File: src/rtl/sys_seq_pkg.sv
// Shared types for the ternary machine run sequencer:
// state and fault encodings, RAM port source select, trit constants.
package sys_seq_pkg;

  typedef enum logic [2:0] {
    ST_IDLE      = 3'd0,
    ST_LOADING   = 3'd1,
    ST_EXECUTING = 3'd2,
    ST_HALTED    = 3'd3,
    ST_FAULT     = 3'd4
  } sys_state_e;

  typedef enum logic [1:0] {
    FLT_NONE    = 2'd0,
    FLT_LOAD_TO = 2'd1,
    FLT_EXEC_TO = 2'd2,
    FLT_ABORT   = 2'd3
  } fault_e;

  typedef enum logic [1:0] {
    SRC_DEBUG  = 2'd0,
    SRC_LOADER = 2'd1,
    SRC_CPU    = 2'd2
  } mem_src_e;

  // Balanced-ternary zero in the 2-bit trit encoding.
  localparam logic [1:0] TRIT_ZERO = 2'b00;

  function automatic mem_src_e src_of(sys_state_e s);
    mem_src_e r;
    r = SRC_DEBUG;
    unique case (s)
      ST_LOADING:   r = SRC_LOADER;
      ST_EXECUTING: r = SRC_CPU;
      default:      r = SRC_DEBUG;
    endcase
    return r;
  endfunction

endpackage

File: src/rtl/system_sequencer_mem_port_mux.sv
// Single RAM port arbitration: loader, CPU or debug
// selected purely from the registered run state.
import sys_seq_pkg::*;

module mem_port_mux #(
  parameter int WORD_TRITS = 9,
  parameter int ADDR_TRITS = 9
) (
  input  sys_state_e                  state_i,
  input  logic [2*ADDR_TRITS-1:0]     ld_addr_i,
  input  logic [2*WORD_TRITS-1:0]     ld_wdata_i,
  input  logic                        ld_write_i,
  input  logic [2*ADDR_TRITS-1:0]     cpu_addr_i,
  input  logic [2*WORD_TRITS-1:0]     cpu_wdata_i,
  input  logic                        cpu_write_i,
  input  logic                        cpu_read_i,
  input  logic                        dbg_req_i,
  input  logic                        dbg_write_i,
  input  logic [2*ADDR_TRITS-1:0]     dbg_addr_i,
  input  logic [2*WORD_TRITS-1:0]     dbg_wdata_i,
  output logic                        dbg_grant_o,
  output logic [2*ADDR_TRITS-1:0]     mem_addr_o,
  output logic [2*WORD_TRITS-1:0]     mem_wdata_o,
  output logic                        mem_write_o,
  output logic                        mem_read_o
);

  mem_src_e src;

  always_comb begin
    src         = src_of(state_i);
    dbg_grant_o = 1'b0;
    mem_addr_o  = '0;
    mem_wdata_o = {WORD_TRITS{TRIT_ZERO}};
    mem_write_o = 1'b0;
    mem_read_o  = 1'b0;
    unique case (src)
      SRC_LOADER: begin
        mem_addr_o  = ld_addr_i;
        mem_wdata_o = ld_wdata_i;
        mem_write_o = ld_write_i;
      end
      SRC_CPU: begin
        mem_addr_o  = cpu_addr_i;
        mem_wdata_o = cpu_wdata_i;
        mem_write_o = cpu_write_i;
        mem_read_o  = cpu_read_i;
      end
      default: begin
        dbg_grant_o = dbg_req_i;
        mem_addr_o  = dbg_addr_i;
        mem_wdata_o = dbg_wdata_i;
        mem_write_o = dbg_req_i & dbg_write_i;
        mem_read_o  = dbg_req_i & ~dbg_write_i;
      end
    endcase
  end

endmodule

File: src/rtl/system_sequencer.sv
// Top-level run controller: load/execute sequencing, watchdogs,
// execution cycle counter and RAM port arbitration.
import sys_seq_pkg::*;

module system_sequencer #(
  parameter int          WORD_TRITS = 9,
  parameter int          ADDR_TRITS = 9,
  parameter int unsigned LOAD_LIMIT = 4096,
  parameter int unsigned EXEC_LIMIT = 65535,
  parameter int          CNT_WIDTH  = 32
) (
  input  logic                     clock,
  input  logic                     reset,
  input  logic                     start,
  input  logic                     reload,
  input  logic                     abort,
  output logic                     load_start,
  input  logic                     load_complete,
  input  logic [2*ADDR_TRITS-1:0]  loader_mem_addr,
  input  logic [2*WORD_TRITS-1:0]  loader_mem_wdata,
  input  logic                     loader_mem_write,
  output logic                     cpu_execute,
  output logic                     cpu_restart,
  input  logic                     cpu_halted,
  input  logic [2*ADDR_TRITS-1:0]  cpu_mem_addr,
  input  logic [2*WORD_TRITS-1:0]  cpu_mem_wdata,
  input  logic                     cpu_mem_write,
  input  logic                     cpu_mem_read,
  input  logic                     dbg_req,
  input  logic                     dbg_write,
  input  logic [2*ADDR_TRITS-1:0]  dbg_addr,
  input  logic [2*WORD_TRITS-1:0]  dbg_wdata,
  output logic                     dbg_grant,
  output logic [2*ADDR_TRITS-1:0]  mem_addr,
  output logic [2*WORD_TRITS-1:0]  mem_write_data,
  output logic                     mem_write,
  output logic                     mem_read,
  output logic [2:0]               sys_state,
  output logic [1:0]               fault_code,
  output logic [CNT_WIDTH-1:0]     exec_cycles
);

  localparam logic [CNT_WIDTH-1:0] LOAD_LAST = CNT_WIDTH'(LOAD_LIMIT - 1);
  localparam logic [CNT_WIDTH-1:0] EXEC_LAST = CNT_WIDTH'(EXEC_LIMIT - 1);
  localparam bit LOAD_WD_ON = (LOAD_LIMIT != 0);
  localparam bit EXEC_WD_ON = (EXEC_LIMIT != 0);

  sys_state_e           state_q, state_d;
  fault_e               fault_q, fault_d;
  logic                 start_prev_q;
  logic                 restart_q, restart_d;
  logic [CNT_WIDTH-1:0] wdog_q, wdog_d;
  logic [CNT_WIDTH-1:0] exec_q, exec_d;
  logic                 start_rise;
  logic                 load_to, exec_to;
  logic                 mux_write;

  always_ff @(posedge clock) begin
    if (reset) begin
      state_q      <= ST_IDLE;
      fault_q      <= FLT_NONE;
      start_prev_q <= 1'b0;
      restart_q    <= 1'b0;
      wdog_q       <= '0;
      exec_q       <= '0;
    end else begin
      state_q      <= state_d;
      fault_q      <= fault_d;
      start_prev_q <= start;
      restart_q    <= restart_d;
      wdog_q       <= wdog_d;
      exec_q       <= exec_d;
    end
  end

  always_comb begin
    start_rise = start & ~start_prev_q;
    load_to    = LOAD_WD_ON && (wdog_q == LOAD_LAST);
    exec_to    = EXEC_WD_ON && (wdog_q == EXEC_LAST);
    state_d    = state_q;
    fault_d    = fault_q;
    unique case (state_q)
      ST_IDLE, ST_HALTED, ST_FAULT: begin
        if (start_rise) begin
          state_d = reload ? ST_LOADING : ST_EXECUTING;
          fault_d = FLT_NONE;
        end
      end
      ST_LOADING: begin
        if (abort) begin
          state_d = ST_FAULT;
          fault_d = FLT_ABORT;
        end else if (load_complete) begin
          state_d = ST_EXECUTING;
        end else if (load_to) begin
          state_d = ST_FAULT;
          fault_d = FLT_LOAD_TO;
        end
      end
      ST_EXECUTING: begin
        if (abort) begin
          state_d = ST_FAULT;
          fault_d = FLT_ABORT;
        end else if (cpu_halted) begin
          state_d = ST_HALTED;
        end else if (exec_to) begin
          state_d = ST_FAULT;
          fault_d = FLT_EXEC_TO;
        end
      end
      default: state_d = ST_IDLE;
    endcase
  end

  // Watchdog restarts on each state change; exec counter saturates.
  always_comb begin
    restart_d = (state_d == ST_EXECUTING) && (state_q != ST_EXECUTING);
    if (state_d != state_q)
      wdog_d = '0;
    else if (&wdog_q)
      wdog_d = wdog_q;
    else
      wdog_d = wdog_q + 1'b1;
    exec_d = exec_q;
    if (restart_d)
      exec_d = CNT_WIDTH'(1);
    else if ((state_q == ST_EXECUTING) && (state_d == ST_EXECUTING) && !(&exec_q))
      exec_d = exec_q + 1'b1;
  end

  mem_port_mux #(
    .WORD_TRITS (WORD_TRITS),
    .ADDR_TRITS (ADDR_TRITS)
  ) u_mux (
    .state_i     (state_q),
    .ld_addr_i   (loader_mem_addr),
    .ld_wdata_i  (loader_mem_wdata),
    .ld_write_i  (loader_mem_write),
    .cpu_addr_i  (cpu_mem_addr),
    .cpu_wdata_i (cpu_mem_wdata),
    .cpu_write_i (cpu_mem_write),
    .cpu_read_i  (cpu_mem_read),
    .dbg_req_i   (dbg_req),
    .dbg_write_i (dbg_write),
    .dbg_addr_i  (dbg_addr),
    .dbg_wdata_i (dbg_wdata),
    .dbg_grant_o (dbg_grant),
    .mem_addr_o  (mem_addr),
    .mem_wdata_o (mem_write_data),
    .mem_write_o (mux_write),
    .mem_read_o  (mem_read)
  );

  // No RAM write may escape in a cycle where reset is asserted.
  assign mem_write   = mux_write & ~reset;
  assign load_start  = (state_q == ST_LOADING);
  assign cpu_execute = (state_q == ST_EXECUTING);
  assign cpu_restart = restart_q;
  assign sys_state   = state_q;
  assign fault_code  = fault_q;
  assign exec_cycles = exec_q;

endmodule

File: config.mk
export PLATFORM = sky130hd
export DESIGN_NAME = system_sequencer
export DESIGN_NICKNAME = d
export VERILOG_FILES = /design/src/rtl/sys_seq_pkg.sv /design/src/rtl/system_sequencer_mem_port_mux.sv /design/src/rtl/system_sequencer.sv
export SDC_FILE = /design/constraint.sdc
export NUM_CORES = 1
export LEC_CHECK = 0
export ABC_AREA = 1
export BUFFER_PORTS_ARGS = -buffer_cell sky130_fd_sc_hd__buf_4
export CELL_PAD_IN_SITES_DETAIL_PLACEMENT = 0
export CELL_PAD_IN_SITES_GLOBAL_PLACEMENT = 2
export CORE_ASPECT_RATIO = 1.1
export CORE_MARGIN = 8
export CORE_UTILIZATION = 27
export DETAILED_ROUTE_END_ITERATION = 6
export GPL_ROUTABILITY_DRIVEN = 0
export GPL_TIMING_DRIVEN = 0
export PLACE_DENSITY_LB_ADDON = 0.1
export RECOVER_POWER = 50
export SYNTH_ARGS = -nofsm -noshare
export SYNTH_HDL_FRONTEND = slang
export SYNTH_SLANG_ARGS = --single-unit
File: constraint.sdc
create_clock -name clock -period 3.15 [get_ports clock]
set_clock_uncertainty 0.2 [all_clocks]
set_input_delay 0.4725 -clock clock [delete_from_list [all_inputs] [get_ports clock]]
set_output_delay 0.4725 -clock clock [all_outputs]
set_load 0.01 [all_outputs]
* Yosys cells after proc, flatten, opt, wreduce, memory -nomap -nowiden
Index checks and enable logic that the tools add are counted.
** Storage, ports and cells
- Register bits after elaboration :: 71
- Bits of input ports :: 120
- Output and inout port bits :: 79
** Cells by class
- Add/subtract/negate cells :: 2
- Equal/unequal tests :: 16
- Muxes and demuxes :: 25
- Bitwise logic cells :: 7
- Reduce and logical (&&, ||, !) cells :: 14
** Operators by type and width (number)
- $pmux W18 S2 :: 2
- $add A32 B1 Y32 const B :: 2
- $reduce_and A32 Y1 :: 2
- $eq A32 B12 Y1 const B :: 1
- $eq A32 B16 Y1 const B :: 1
- $mux W3 :: 7
- $mux W2 :: 8
- $eq A3 B2 Y1 const B :: 3
- $ne A3 B2 Y1 const B :: 3
- $pmux W3 S3 :: 1
- $ne A3 B3 Y1 const B :: 2
- $pmux W2 S3 :: 1
- $reduce_and A6 Y1 :: 1
- $reduce_or A2 Y1 :: 3
- $and A1 B1 Y1 :: 4
- $pmux W1 S2 :: 2
- $pmux W2 S2 :: 1
- $eq A3 B1 Y1 const B :: 1
- $eq A3 B3 Y1 const B :: 1
- $logic_and A1 B1 Y1 :: 3
- $logic_not A3 Y1 :: 1
- $mux W1 :: 3
- $ne A3 B3 Y1 :: 1
- $not A1 Y1 :: 3
- 7 further kinds :: 7

* Logic depth before layout (Yosys ltp)
Gate-level depths: netlist (run 1).
- Word-level depth :: 10
- Gate-level depth with buffers :: 16
- Gate-level depth less buffers :: 15

* Cells and area by module
Synthesis (run 1) repeated with hierarchy kept, for this count alone.
** Unflattened totals
- Cells, all modules :: 828
- Area total of the unflattened synthesis :: 5496.5 µm²
** Modules (own cells, without submodules)
- system_sequencer :: times used 1, cells each 647, area an instance 4581.9 µm², sequential area each 1421.4 µm²
- mem_port_mux :: times used 1, cells each 181, area an instance 914.6 µm², sequential area each 0.0 µm²

* Worst setup path after synthesis (run 1)
No wires, ideal clock.
- Kind :: flip-flop to output port
- Start point :: register state_q[1] (netlist: sys_state[1])
- End point :: output mem_addr[0]
- Data arrival time :: 1886 ps
- Data required time :: 2477 ps
- Path slack :: 592 ps
- Cell stages (with the launch flop) :: 10
- Path buffers :: 2
- Path through :: dfxtp_1 inv_2 nor2_2 nand2_2 inv_1 ha_1 clkbuf_1 buf_1 a21oi_1 a21oi_1
** Between the ends
- Word-level cells in the longest chain between the ends :: 4
- Elaborated cells on any way between the ends :: 6
- Those cells by class :: eq/ne: 4; mux: 2
** Ends and longest elaborated chain
- from (decl) :: line system_sequencer.sv:48 : sys_state_e state_q, state_d;
- from (signal assigned) :: line system_sequencer.sv:67 : state_q <= state_d;
- $eq A3 B2 Y1 (*)
- named net cpu_execute :: line system_sequencer.sv:22 : output logic cpu_execute,
- $pmux W2 S2 (*) :: line sys_seq_pkg.sv:32 : unique case (s)
- $eq A2 B2 Y1 / $eq A2 B1 Y1 (equally long branches) :: line system_sequencer_mem_port_mux.sv:37 : unique case (src)
- $pmux W18 S2 (*) :: line system_sequencer_mem_port_mux.sv:37
- to (decl) :: line system_sequencer.sv:34 : output logic [2*ADDR_TRITS-1:0] mem_addr,
Mark *: on every way through the listed nets, which the timed path passes. The rest lies on a longest branch.

* Worst setup path after layout (run 1)
- Start point :: register state_q[1] (netlist: sys_state[1])
- End point :: output mem_write_data[14]
** Between the ends
- Word-level cells in the longest chain between the ends :: 4
- Elaborated cells on any way between the ends :: 6
- Those cells by class :: eq/ne: 4; mux: 2
** Ends and longest elaborated chain
- $eq A3 B2 Y1 / $eq A3 B1 Y1 (equally long branches) :: line sys_seq_pkg.sv:32
- $pmux W2 S2 (*) :: line sys_seq_pkg.sv:32
- $eq A2 B2 Y1 / $eq A2 B1 Y1 (equally long branches) :: line system_sequencer_mem_port_mux.sv:37
- $pmux W18 S2 (*) :: line system_sequencer_mem_port_mux.sv:37
- to (decl) :: line system_sequencer.sv:35 : output logic [2*WORD_TRITS-1:0] mem_write_data,
Every way passes the cells marked *; elsewhere a longest branch is shown, timed or not.

==> results.sh, run 1 <==
export IMPL_status="complete, no violations"
export IMPL_clk_pin_slew_ns=0.06
export IMPL_dpl_hpwl_um=18200
export IMPL_total_power_mw=3.57
export IMPL_maxSlewHeadroom_pct=42.1
export IMPL_worstPathRequired_ns=2.48
export IMPL_cts_htree_levels=3
export IMPL_power_leakage_nw=2.96
export IMPL_maxSlewViolCount=0
export IMPL_nets=1192
export IMPL_cts_tree="yes"
export IMPL_yosys_register_bits=71
export IMPL_fmax_mhz=334
export IMPL_highest_layer="met4"
export IMPL_vias=6163
export IMPL_numPortBuffers=197
export IMPL_critPathBufInv=4
export IMPL_core_area_sq_um=19000
export IMPL_num_fill_cells=2129
export IMPL_dr_pass1_iters=4
export IMPL_min_path_cells=3
export IMPL_clock_path_buffers=2
export IMPL_synth_distinct_cells=33
export IMPL_cp_slowest_cell="dfxtp_1"
export IMPL_min_path_type="in2reg"
export IMPL_cts_sinks=71
export IMPL_regArea_sq_um=1420
export IMPL_r2r_setup_slack_ns=0.39
export IMPL_rows=53
export IMPL_end_kind="output port"
export IMPL_crit_type="reg2out"
export IMPL_antennaDiodeCount=0
export IMPL_cts_setup_buffers=0
export IMPL_syn_area_sq_um=5210
export IMPL_grt_overflow_total=0
export IMPL_cp_data_arrival_time_ns=2.32
export IMPL_io_pins=199
export IMPL_wirelength_um=22300
export IMPL_ys_flop_type="dfxtp_1"
export IMPL_avgSynthCellArea_sq_um=6.07
export IMPL_wl_met2_um=11700
export IMPL_ys_warn_count=0
export IMPL_synth_top_area_share_pct=27.3
export IMPL_yosys_top_cells_area="dfxtp_1 27%, nand2_1 15%, nor2_1 12%"
export IMPL_routed_via_density=4.68
export IMPL_synthCells=859
export IMPL_die_w_um=148
export IMPL_grtUsageTotal_pct=18.3
export IMPL_crit_family="buffers and inverters"
export IMPL_area_delta_synth_final_pct=37.6
export IMPL_grt_max_degree=13
export IMPL_r2r_cells=11
export IMPL_initial_core_util_pct=27.4
export IMPL_fin_crit_sh_pct=95.1
export IMPL_chipHeight_um=162
export IMPL_peakVddDrop_v=0.000351
export IMPL_cts_made_buffers=9
export IMPL_hold_violations=0
export IMPL_drive_gt1_share_pct=20.7
export IMPL_crit_cells=9
export IMPL_postRouteAntennaNets=0
export IMPL_grt_pass1_vias=6239
export IMPL_path_cells="inv_2 -> nor2_2 -> nand2_2 -> ha_1 -> inv_2 -> buf_2 -> a21oi_1 -> a21oi_1 -> buf_4"
export IMPL_drc=0
export IMPL_cts_hold_buffers_added=0
export IMPL_grt_pass1_wl_um=34800
export IMPL_insertion_delay_ns=0.33
export IMPL_antenna_found_initial=0
export IMPL_syn_nets=985
export IMPL_yosysTopAreaCell="dfxtp_1"
export IMPL_synth_edf_count=0
export IMPL_wl_met3_um=1080
export IMPL_die_area_sq_um=24000
export IMPL_final_util_pct=37.7
export IMPL_worstSetupStartpointType="flip-flop"
export IMPL_drt_iter0_drc=264
export IMPL_async_reset_ff_share_pct=0
export IMPL_cpPeakStageDelay_ns=0.42
export IMPL_worstMarginPinSlew_ns=0.860
export IMPL_wl_per_cell_um=16.9
export IMPL_clockRootBuffer="clkbuf_16"
export IMPL_critPathMaxFanout=10
export IMPL_fin_crit_ns=2.99
export IMPL_powerDensity_nw_per_um2=498
export IMPL_maxCapViolations=0
export IMPL_ys_seq_area_share_pct=27.3
export IMPL_setup_viol=0
export IMPL_drt_met1_wl_um=9230
export IMPL_multiInputGateArea_sq_um=3340
==> report_power, final <==
part,total (mW),internal (mW),switching (mW)
Combinational,1.49,0.625,0.869
Sequential,0.949,0.920,0.0289
Clock,1.13,0.716,0.410
Total,3.57,2.26,1.31
==> final timing paths <==
path,startpoint,endpoint
worst min register to register,fault_code[0],fault_code[0]
worst min-delay path,start,start_prev_q
worst max register to register,wdog_q[1],wdog_q[20]
worst max-delay path,sys_state[1],mem_write_data[14]
==> what timing repair did <==
| action | CTS | global route |
|---|---|---|
| setup endpoints to repair | 31 | 33 |
| resized for setup | 10 | 19 |
| pin swaps | 0 | 0 |
| gates cloned | 0 | 0 |
==> cell families after synthesis <==
group                    synth area share (%)
AND/OR/NAND/NOR                          42.0
adder cells (fa/ha/maj)                  1.44
AO/OA/AOI/OAI                            11.9
buffers and inverters                    8.31
flip-flops                               27.3
XOR/XNOR                                 9.08
==> cell usage in the layout (no fill, tap or decap), types with 2 or more instances in the layout <==
master,Yosys,routed
clkbuf_2,0,8
o21ai_0,8,8
a21oi_1,110,110
inv_2,4,3
nor4_1,4,4
xnor2_1,9,9
xor2_1,45,45
nand3_2,2,2
nor3b_1,2,2
dfxtp_1,71,71
nand3_1,53,54
clkbuf_16,0,9
nand2_1,213,216
ha_1,6,5
nor3_1,32,32
nor2_1,172,173
inv_1,55,56
nand4_1,11,11
o211ai_1,2,2
nand3b_1,5,5
clkbuf_4,0,3
nand2_2,6,3
bufinv_16,0,2
nor2_2,4,3
buf_4,7,169
clkbuf_1,13,42
buf_6,6,3
buf_2,4,8
==> synth_stat cells, drive strengths merged (9+ instances only) <==
| cell | number |
|---|---|
| clkbuf | 13 |
| xnor2 | 9 |
| inv | 59 |
| dfxtp | 71 |
| nor2 | 177 |
| nor3 | 32 |
| nand3 | 57 |
| buf | 23 |
| nand4 | 11 |
| a21oi | 110 |
| nand2 | 219 |
| xor2 | 45 |
==> flip-flops by register name (all words and copies together), names as in the netlist <==
register / cells
start_prev_q: 1
sys_state: 3
exec_cycles: 32
wdog_q: 32
cpu_restart: 1
fault_code: 2
==> area by class of cell <==
| cell class | count | share of cell area [%] |
|---|---|---|
| Clock buffer | 11 | 3.39 |
| Timing Repair Buffer | 197 | 18.7 |
| Sequential cell | 71 | 19.8 |
| Inverter | 59 | 3.09 |
| Clock inverter | 5 | 1.13 |
| Tap cell | 247 | 4.31 |
| Multi-Input combinational cell | 693 | 46.5 |
| Buffer | 35 | 3.05 |
==> routing by layer <==
layer,vias up,GRT usage (%)
met5,-,0
met3,19,4.03
met1,2823,20.9
li1,3191,-
met4,0,3.94
met2,130,33.9
==> through the flow <==
stage / cells / worst slack (ns) / setup TNS [ns] / hold WS [ns] / area [sq um]
after floorplan: 859 / 0.592 / 0 / 0.283 / 5210
after global placement: 1303 / 0.0385 / 0 / 0.252 / 7000
after detailed placement: 1303 / 0.0486 / 0 / 0.260 / 7000
after CTS: 1318 / 0.00680 / 0 / 0.154 / 7330
after global routing: 1318 / -0.00281 / -0.00281 / 0.190 / 7170
final: 1318 / 0.155 / 0 / 0.166 / 7170
==> worst register-to-register path, delay by kind of cell, from the launching register on <==
kind,cells,cell delay [ns]
buf+inv,2,0.19
simple gates,7,1.48
fa+ha+maj,1,0.22
xor+xnor,1,0.16
flops,1,0.41
(Power assumes the default switching activity.)
==> inputs of run 2 (changes only) <==
--- a/config.mk
+++ b/config.mk
@@ -10,7 +10,7 @@
 export CELL_PAD_IN_SITES_DETAIL_PLACEMENT = 0
 export CELL_PAD_IN_SITES_GLOBAL_PLACEMENT = 2
 export CORE_ASPECT_RATIO = 1.1
-export CORE_MARGIN = 8
+export CORE_MARGIN = 3
 export CORE_UTILIZATION = 27
 export DETAILED_ROUTE_END_ITERATION = 6
 export GPL_ROUTABILITY_DRIVEN = 0
==> run 2 against run 1 <==
Effect of this change: via count down 0.47%; utilization up 0.41 points; setup slack better by 0.042 ns; combinational power about the same; cell area down 0.82%; die area down 13%; largest cell class unchanged; count of clock-buffer cells in the layout down 2; critical endpoint is now mem_addr[8]; highest routed layer unchanged; flip-flop and latch count unchanged; wire length down 6.8%; global-route usage up 1.4 points; critical path type unchanged; register-to-register slack worse by 0.02 ns.
==> results.sh, run 2 (synthesis gave the netlist of run 1 again) <==
export IMPL_fin_cells=1313
export IMPL_seq_power_share_pct=27.6
export IMPL_dpl_hpwl_um=17100
export IMPL_critPathMaxFanout=10
export IMPL_dr_pass1_iters=4
export IMPL_setup_viol=0
export IMPL_clockRootBuffer="clkbuf_16"
export IMPL_worstSetupStartpointType="flip-flop"
export IMPL_nets=1192
export IMPL_placed_cells=1299
export IMPL_cpMostUsedCell="clkbuf_2"
export IMPL_p_int_mw=2.14
export IMPL_io_pins=199
export IMPL_cts_hold_buffers_added=0
export IMPL_cts_tree="yes"
export IMPL_most_common_layout_cells="215 x nand2_1, 173 x nor2_1, 167 x buf_4, 110 x a21oi_1, 71 x dfxtp_1"
export IMPL_min_path_cells=3
export IMPL_routed_via_density=4.67
export IMPL_clkPwrFrac_pct=29.8
export IMPL_drive_gt1_share_pct=20.6
export IMPL_cp_data_arrival_time_ns=2.28
export IMPL_hold_violations=0
export IMPL_layout_cells_most_common="nand2_1"
export IMPL_grtUsageTotal_pct=19.7
export IMPL_vias=6134
export IMPL_drt_met1_wl_um=8750
export IMPL_cts_htree_levels=3
export IMPL_path_cells="inv_2 -> nor2_2 -> nand2_2 -> ha_1 -> clkbuf_2 -> clkbuf_2 -> nor2_1 -> a21oi_1 -> buf_4"
export IMPL_maxCapViolations=0
export IMPL_rsz0062_at_grt="false"
export IMPL_grt_pass1_vias=6084
export IMPL_cts_sinks=71
export IMPL_powerDensity_nw_per_um2=482
export IMPL_cts_made_buffers=9
export IMPL_pre_cts_slack_ns=0.115
export IMPL_wl_met3_um=773
export IMPL_fin_tns_setup_ns=0
export IMPL_antennaDiodeCount=0
export IMPL_postRouteAntennaNets=0
export IMPL_die_w_um=138
export IMPL_grt_pass1_wl_um=32900
export IMPL_peakVddDrop_v=0.000273
export IMPL_cp_slowest_cell="dfxtp_1"
export IMPL_antenna_found_initial=0
export IMPL_fin_crit_ns=2.95
export IMPL_r2r_cells=12
export IMPL_clk_pin_slew_ns=0.06
export IMPL_num_fill_cells=2144
export IMPL_worstMarginPinSlew_ns=0.896
export IMPL_highest_layer="met4"
export IMPL_wl_per_cell_um=15.8
export IMPL_grt_max_degree=13
export IMPL_core_area_sq_um=18700
export IMPL_crit_type="reg2out"
export IMPL_rows=52
export IMPL_status="complete, no violations"
export IMPL_drt_iter0_drc=192
export IMPL_die_area_sq_um=21000
export IMPL_power_leakage_nw=2.94
export IMPL_wirelength_um=20800
export IMPL_insertion_delay_ns=0.35
export IMPL_clock_path_buffers=2
export IMPL_maxSlewViolCount=0
export IMPL_final_util_pct=38.1
export IMPL_switching_share_pct=37.7
export IMPL_layout_setup_ws_ns=0.197
export IMPL_maxSlewHeadroom_pct=39.7
export IMPL_chipHeight_um=152
export IMPL_worstPathRequired_ns=2.48
export IMPL_end_kind="output port"
export IMPL_wl_met2_um=10800
export IMPL_area_delta_synth_final_pct=36.5
export IMPL_p_comb_share_pct=42.6
export IMPL_fin_crit_sh_pct=93.7
export IMPL_numPortBuffers=197
export IMPL_drc=0
export IMPL_fmax_mhz=339
export IMPL_min_path_type="in2reg"
export IMPL_cpPeakStageDelay_ns=0.36
export IMPL_grt_overflow_total=0
export IMPL_p_switching_mw=1.29
export IMPL_initial_core_util_pct=27.9
-- run 2: path summary, 6_finish.rpt --
| path | start | to | slack (ns) |
|---|---|---|---|
| max reg2reg | wdog_q[1] | exec_cycles[25] | 0.37 |
| max | sys_state[1] | mem_addr[8] | 0.20 |
| min reg2reg | fault_code[1] | fault_code[1] | 0.26 |
| min | start | start_prev_q | 0.16 |
-- run 2: power by group through the flow --
stage / logic (mW) / registers, mW / clock network, mW
floorplan: 0.814 / 0.966 / 0
global placement: 1.53 / 0.969 / 0
detailed placement: 1.52 / 0.968 / 0
CTS: 1.53 / 0.948 / 1.06
global route: 1.62 / 0.949 / 1.09
finish: 1.46 / 0.947 / 1.02
-- run 2: metal layers --
| metal | track usage [%] | vias up |
|---|---|---|
| met5 | 0 | - |
| met4 | 5.43 | 0 |
| met3 | 4.17 | 27 |
| met2 | 36.4 | 111 |
| met1 | 23.3 | 2811 |
| li1 | - | 3185 |
-- run 2: metrics by stage --
step / total power [mW] / cell area, sq um / hold slack [ns]
2_1_floorplan: 1.78 / 5210 / 0.283
3_3_place_gp: 2.50 / 6990 / 0.249
3_5_place_dp: 2.49 / 6990 / 0.256
4_1_cts: 3.53 / 7290 / 0.150
5_1_grt: 3.66 / 7110 / 0.172
6_report: 3.43 / 7110 / 0.163
-- run 2: cell type report --
cell class / instances / area, sq um / share of cell area, %
tap: 243 / 304 / 4.28
buffer: 35 / 203 / 2.85
timing repair buffer: 197 / 1340 / 18.8
multi-input combinational: 693 / 3340 / 46.9
clock inverter: 6 / 62.6 / 0.880
inverter: 59 / 221 / 3.11
clock buffer: 9 / 225 / 3.17
sequential: 71 / 1420 / 20.0
-- run 2: what timing repair did --
| item | CTS | global route |
|---|---|---|
| gates cloned | 0 | 0 |
| gates resized for setup | 9 | 13 |
| hold endpoints to repair | 0 | 0 |
| buffers inserted | 0 | 0 |
| setup endpoints to repair | 31 | 32 |
-- run 2: worst max-delay path: cells and delay by family (launching register included) --
| family | cells | cell delay (ns) |
|---|---|---|
| buffers and inverters | 4 | 0.74 |
| flip-flops | 1 | 0.36 |
| adder cells (fa/ha/maj) | 1 | 0.36 |
| AND/OR/NAND/NOR | 3 | 0.33 |
| AO/OA/AOI/OAI | 1 | 0.13 |
==> inputs of run 3 (changes only) <==
--- a/config.mk
+++ b/config.mk
@@ -7,11 +7,12 @@
 export LEC_CHECK = 0
 export ABC_AREA = 1
 export BUFFER_PORTS_ARGS = -buffer_cell sky130_fd_sc_hd__buf_4
+export CAP_MARGIN = 20
 export CELL_PAD_IN_SITES_DETAIL_PLACEMENT = 0
 export CELL_PAD_IN_SITES_GLOBAL_PLACEMENT = 2
 export CORE_ASPECT_RATIO = 1.1
 export CORE_MARGIN = 3
-export CORE_UTILIZATION = 27
+export CORE_UTILIZATION = 25
 export DETAILED_ROUTE_END_ITERATION = 6
 export GPL_ROUTABILITY_DRIVEN = 0
 export GPL_TIMING_DRIVEN = 0
==> constraint.sdc (replaced) <==
create_clock -name clock -period 2.75 [get_ports clock]
set_clock_uncertainty 0.2 [all_clocks]
set_input_delay 0.4125 -clock clock [delete_from_list [all_inputs] [get_ports clock]]
set_output_delay 0.4125 -clock clock [all_outputs]
set_load 0.01 [all_outputs]
==> run 3 against run 2 <==
Effect of this change: non-clock buffer count up 3; critical path depth unchanged; flip-flop and latch count unchanged; clock power up 25%; utilization down 1.6 points; critical path type unchanged.
==> results.sh, run 3 (synthesis gave the netlist of run 1 again) <==
export IMPL_status="complete, no violations"
export IMPL_powerDensity_nw_per_um2=568
export IMPL_path_cells="inv_2 -> nor2_4 -> nand2_4 -> ha_4 -> inv_4 -> buf_4 -> a21oi_1 -> a21oi_1 -> buf_4"
export IMPL_pre_cts_slack_ns=-0.310
export IMPL_critPathBufInv=4
export IMPL_vias=6090
export IMPL_wirelength_um=21200
export IMPL_cts_htree_levels=3
export IMPL_grtUsageTotal_pct=18.9
export IMPL_insertion_delay_ns=0.34
export IMPL_crit_family="buffers and inverters"
export IMPL_area_delta_synth_final_pct=41.1
export IMPL_io_pins=199
export IMPL_power_leakage_nw=3.02
export IMPL_wl_per_cell_um=16.0
export IMPL_layout_cells_most_common="nand2_1"
export IMPL_most_common_layout_cells="214 x nand2_1, 172 x buf_4, 170 x nor2_1, 109 x a21oi_1, 69 x dfxtp_1"
export IMPL_clkPwrFrac_pct=30.7
export IMPL_maxSlewHeadroom_pct=52.1
export IMPL_fin_tns_setup_ns=0
export IMPL_fin_crit_ns=2.65
export IMPL_initial_core_util_pct=25.9
export IMPL_worstPathRequired_ns=2.14
export IMPL_dpl_hpwl_um=17600
export IMPL_crit_type="reg2out"
export IMPL_p_comb_share_pct=43.2
export IMPL_rows=54
export IMPL_total_power_mw=4.17
export IMPL_num_fill_cells=2342
export IMPL_setup_viol=0
export IMPL_dr_pass1_iters=5
export IMPL_grt_pass1_vias=6085
export IMPL_drive_gt1_share_pct=22.4
export IMPL_drc=0
export IMPL_postRouteAntennaNets=0
export IMPL_grt_overflow_total=0
export IMPL_core_area_sq_um=20100
export IMPL_numPortBuffers=197
export IMPL_critPathMaxFanout=10
export IMPL_multiInputGateArea_sq_um=3420
export IMPL_grt_pass1_wl_um=33200
export IMPL_cp_data_arrival_time_ns=2.03
export IMPL_p_int_mw=2.67
export IMPL_cts_made_buffers=9
export IMPL_worstMarginPinSlew_ns=0.713
export IMPL_nets=1195
export IMPL_end_kind="output port"
export IMPL_maxSlewViolCount=0
export IMPL_layout_setup_ws_ns=0.105
export IMPL_cts_tree="yes"
export IMPL_fmax_mhz=378
export IMPL_grt_max_degree=13
export IMPL_p_switching_mw=1.50
export IMPL_drt_iter0_drc=202
export IMPL_cp_slowest_cell="dfxtp_2"
export IMPL_routed_via_density=4.59
export IMPL_min_path_type="in2reg"
export IMPL_peakVddDrop_v=0.000281
export IMPL_clockRootBuffer="clkbuf_16"
export IMPL_hold_violations=0
export IMPL_worstSetupStartpointType="flip-flop"
export IMPL_fin_crit_sh_pct=96.2
export IMPL_switching_share_pct=36.0
export IMPL_seq_power_share_pct=26.1
export IMPL_die_w_um=144
export IMPL_die_area_sq_um=22600
export IMPL_chipHeight_um=157
export IMPL_cts_hold_buffers_added=0
export IMPL_antennaDiodeCount=0
export IMPL_regArea_sq_um=1420
export IMPL_maxCapViolations=0
export IMPL_rsz0062_at_grt="false"
export IMPL_cts_sinks=71
export IMPL_antenna_found_initial=0
export IMPL_clock_path_buffers=2
export IMPL_clk_pin_slew_ns=0.05
export IMPL_cpPeakStageDelay_ns=0.37
[run 3: worst paths after layout]
check,cells past startpoint,endpoint,slack (ns),start
worst max-delay path,9,mem_write_data[10],0.10,sys_state[1]
worst max register to register,10,wdog_q[17],0.22,wdog_q[1]
worst min-delay path,3,start_prev_q,0.13,start
worst min register to register,2,fault_code[0],0.26,fault_code[0]
[run 3: final cells by class]
class / instances / share of cell area, %
flip-flops and latches: 71 / 19.4
multi-input cells: 693 / 46.5
plain buffers: 35 / 3.76
clock buffers: 11 / 3.30
well taps: 252 / 4.29
clock inverters: 5 / 1.11
inverters: 59 / 3.05
repair buffers: 200 / 18.6
[run 3: what timing repair did]
action / in CTS / in global routing
buffers inserted: 0 / 3
endpoints found under the setup margin: 38 / 80
gates resized for setup: 36 / 19
pin swaps: 0 / 1
[run 3: per-layer routing]
| metal | vias up | wire, um | track usage [%] |
|---|---|---|---|
| li1 | 3199 | - | - |
| met1 | 2763 | 8850 | 22.6 |
| met2 | 105 | 11300 | 34.6 |
| met3 | 23 | 675 | 3.49 |
| met4 | 0 | 377 | 4.80 |
| met5 | - | 0 | 0 |
[run 3: tightest hold or removal path: cells and delay by family]
| family | cells | cell delay, ns |
|---|---|---|
| buf+inv | 2 | 0.14 |
| simple gates | 1 | 0.08 |
[run 3: stage by stage]
| stage | hold WS, ns | utilization [%] | std cells | cell area [sq um] |
|---|---|---|---|---|
| 6_report | 0.128 | 36.5 | 1326 | 7350 |
| 5_1_grt | 0.137 | 36.5 | 1326 | 7350 |
| 4_1_cts | 0.113 | 36.8 | 1323 | 7420 |
| 3_5_place_dp | 0.261 | 34.8 | 1308 | 7000 |
| 3_3_place_gp | 0.251 | 34.8 | 1308 | 7000 |
| 2_1_floorplan | 0.283 | - | 859 | 5210 |
[run 3: power groups by stage]
stage | clock network [mW] | registers [mW] | logic, mW
after floorplan | 0 | 1.11 | 0.933
after global placement | 0 | 1.11 | 1.76
after detailed placement | 0 | 1.11 | 1.73
after CTS | 1.33 | 1.09 | 1.82
after global routing | 1.38 | 1.09 | 1.99
final | 1.28 | 1.09 | 1.80
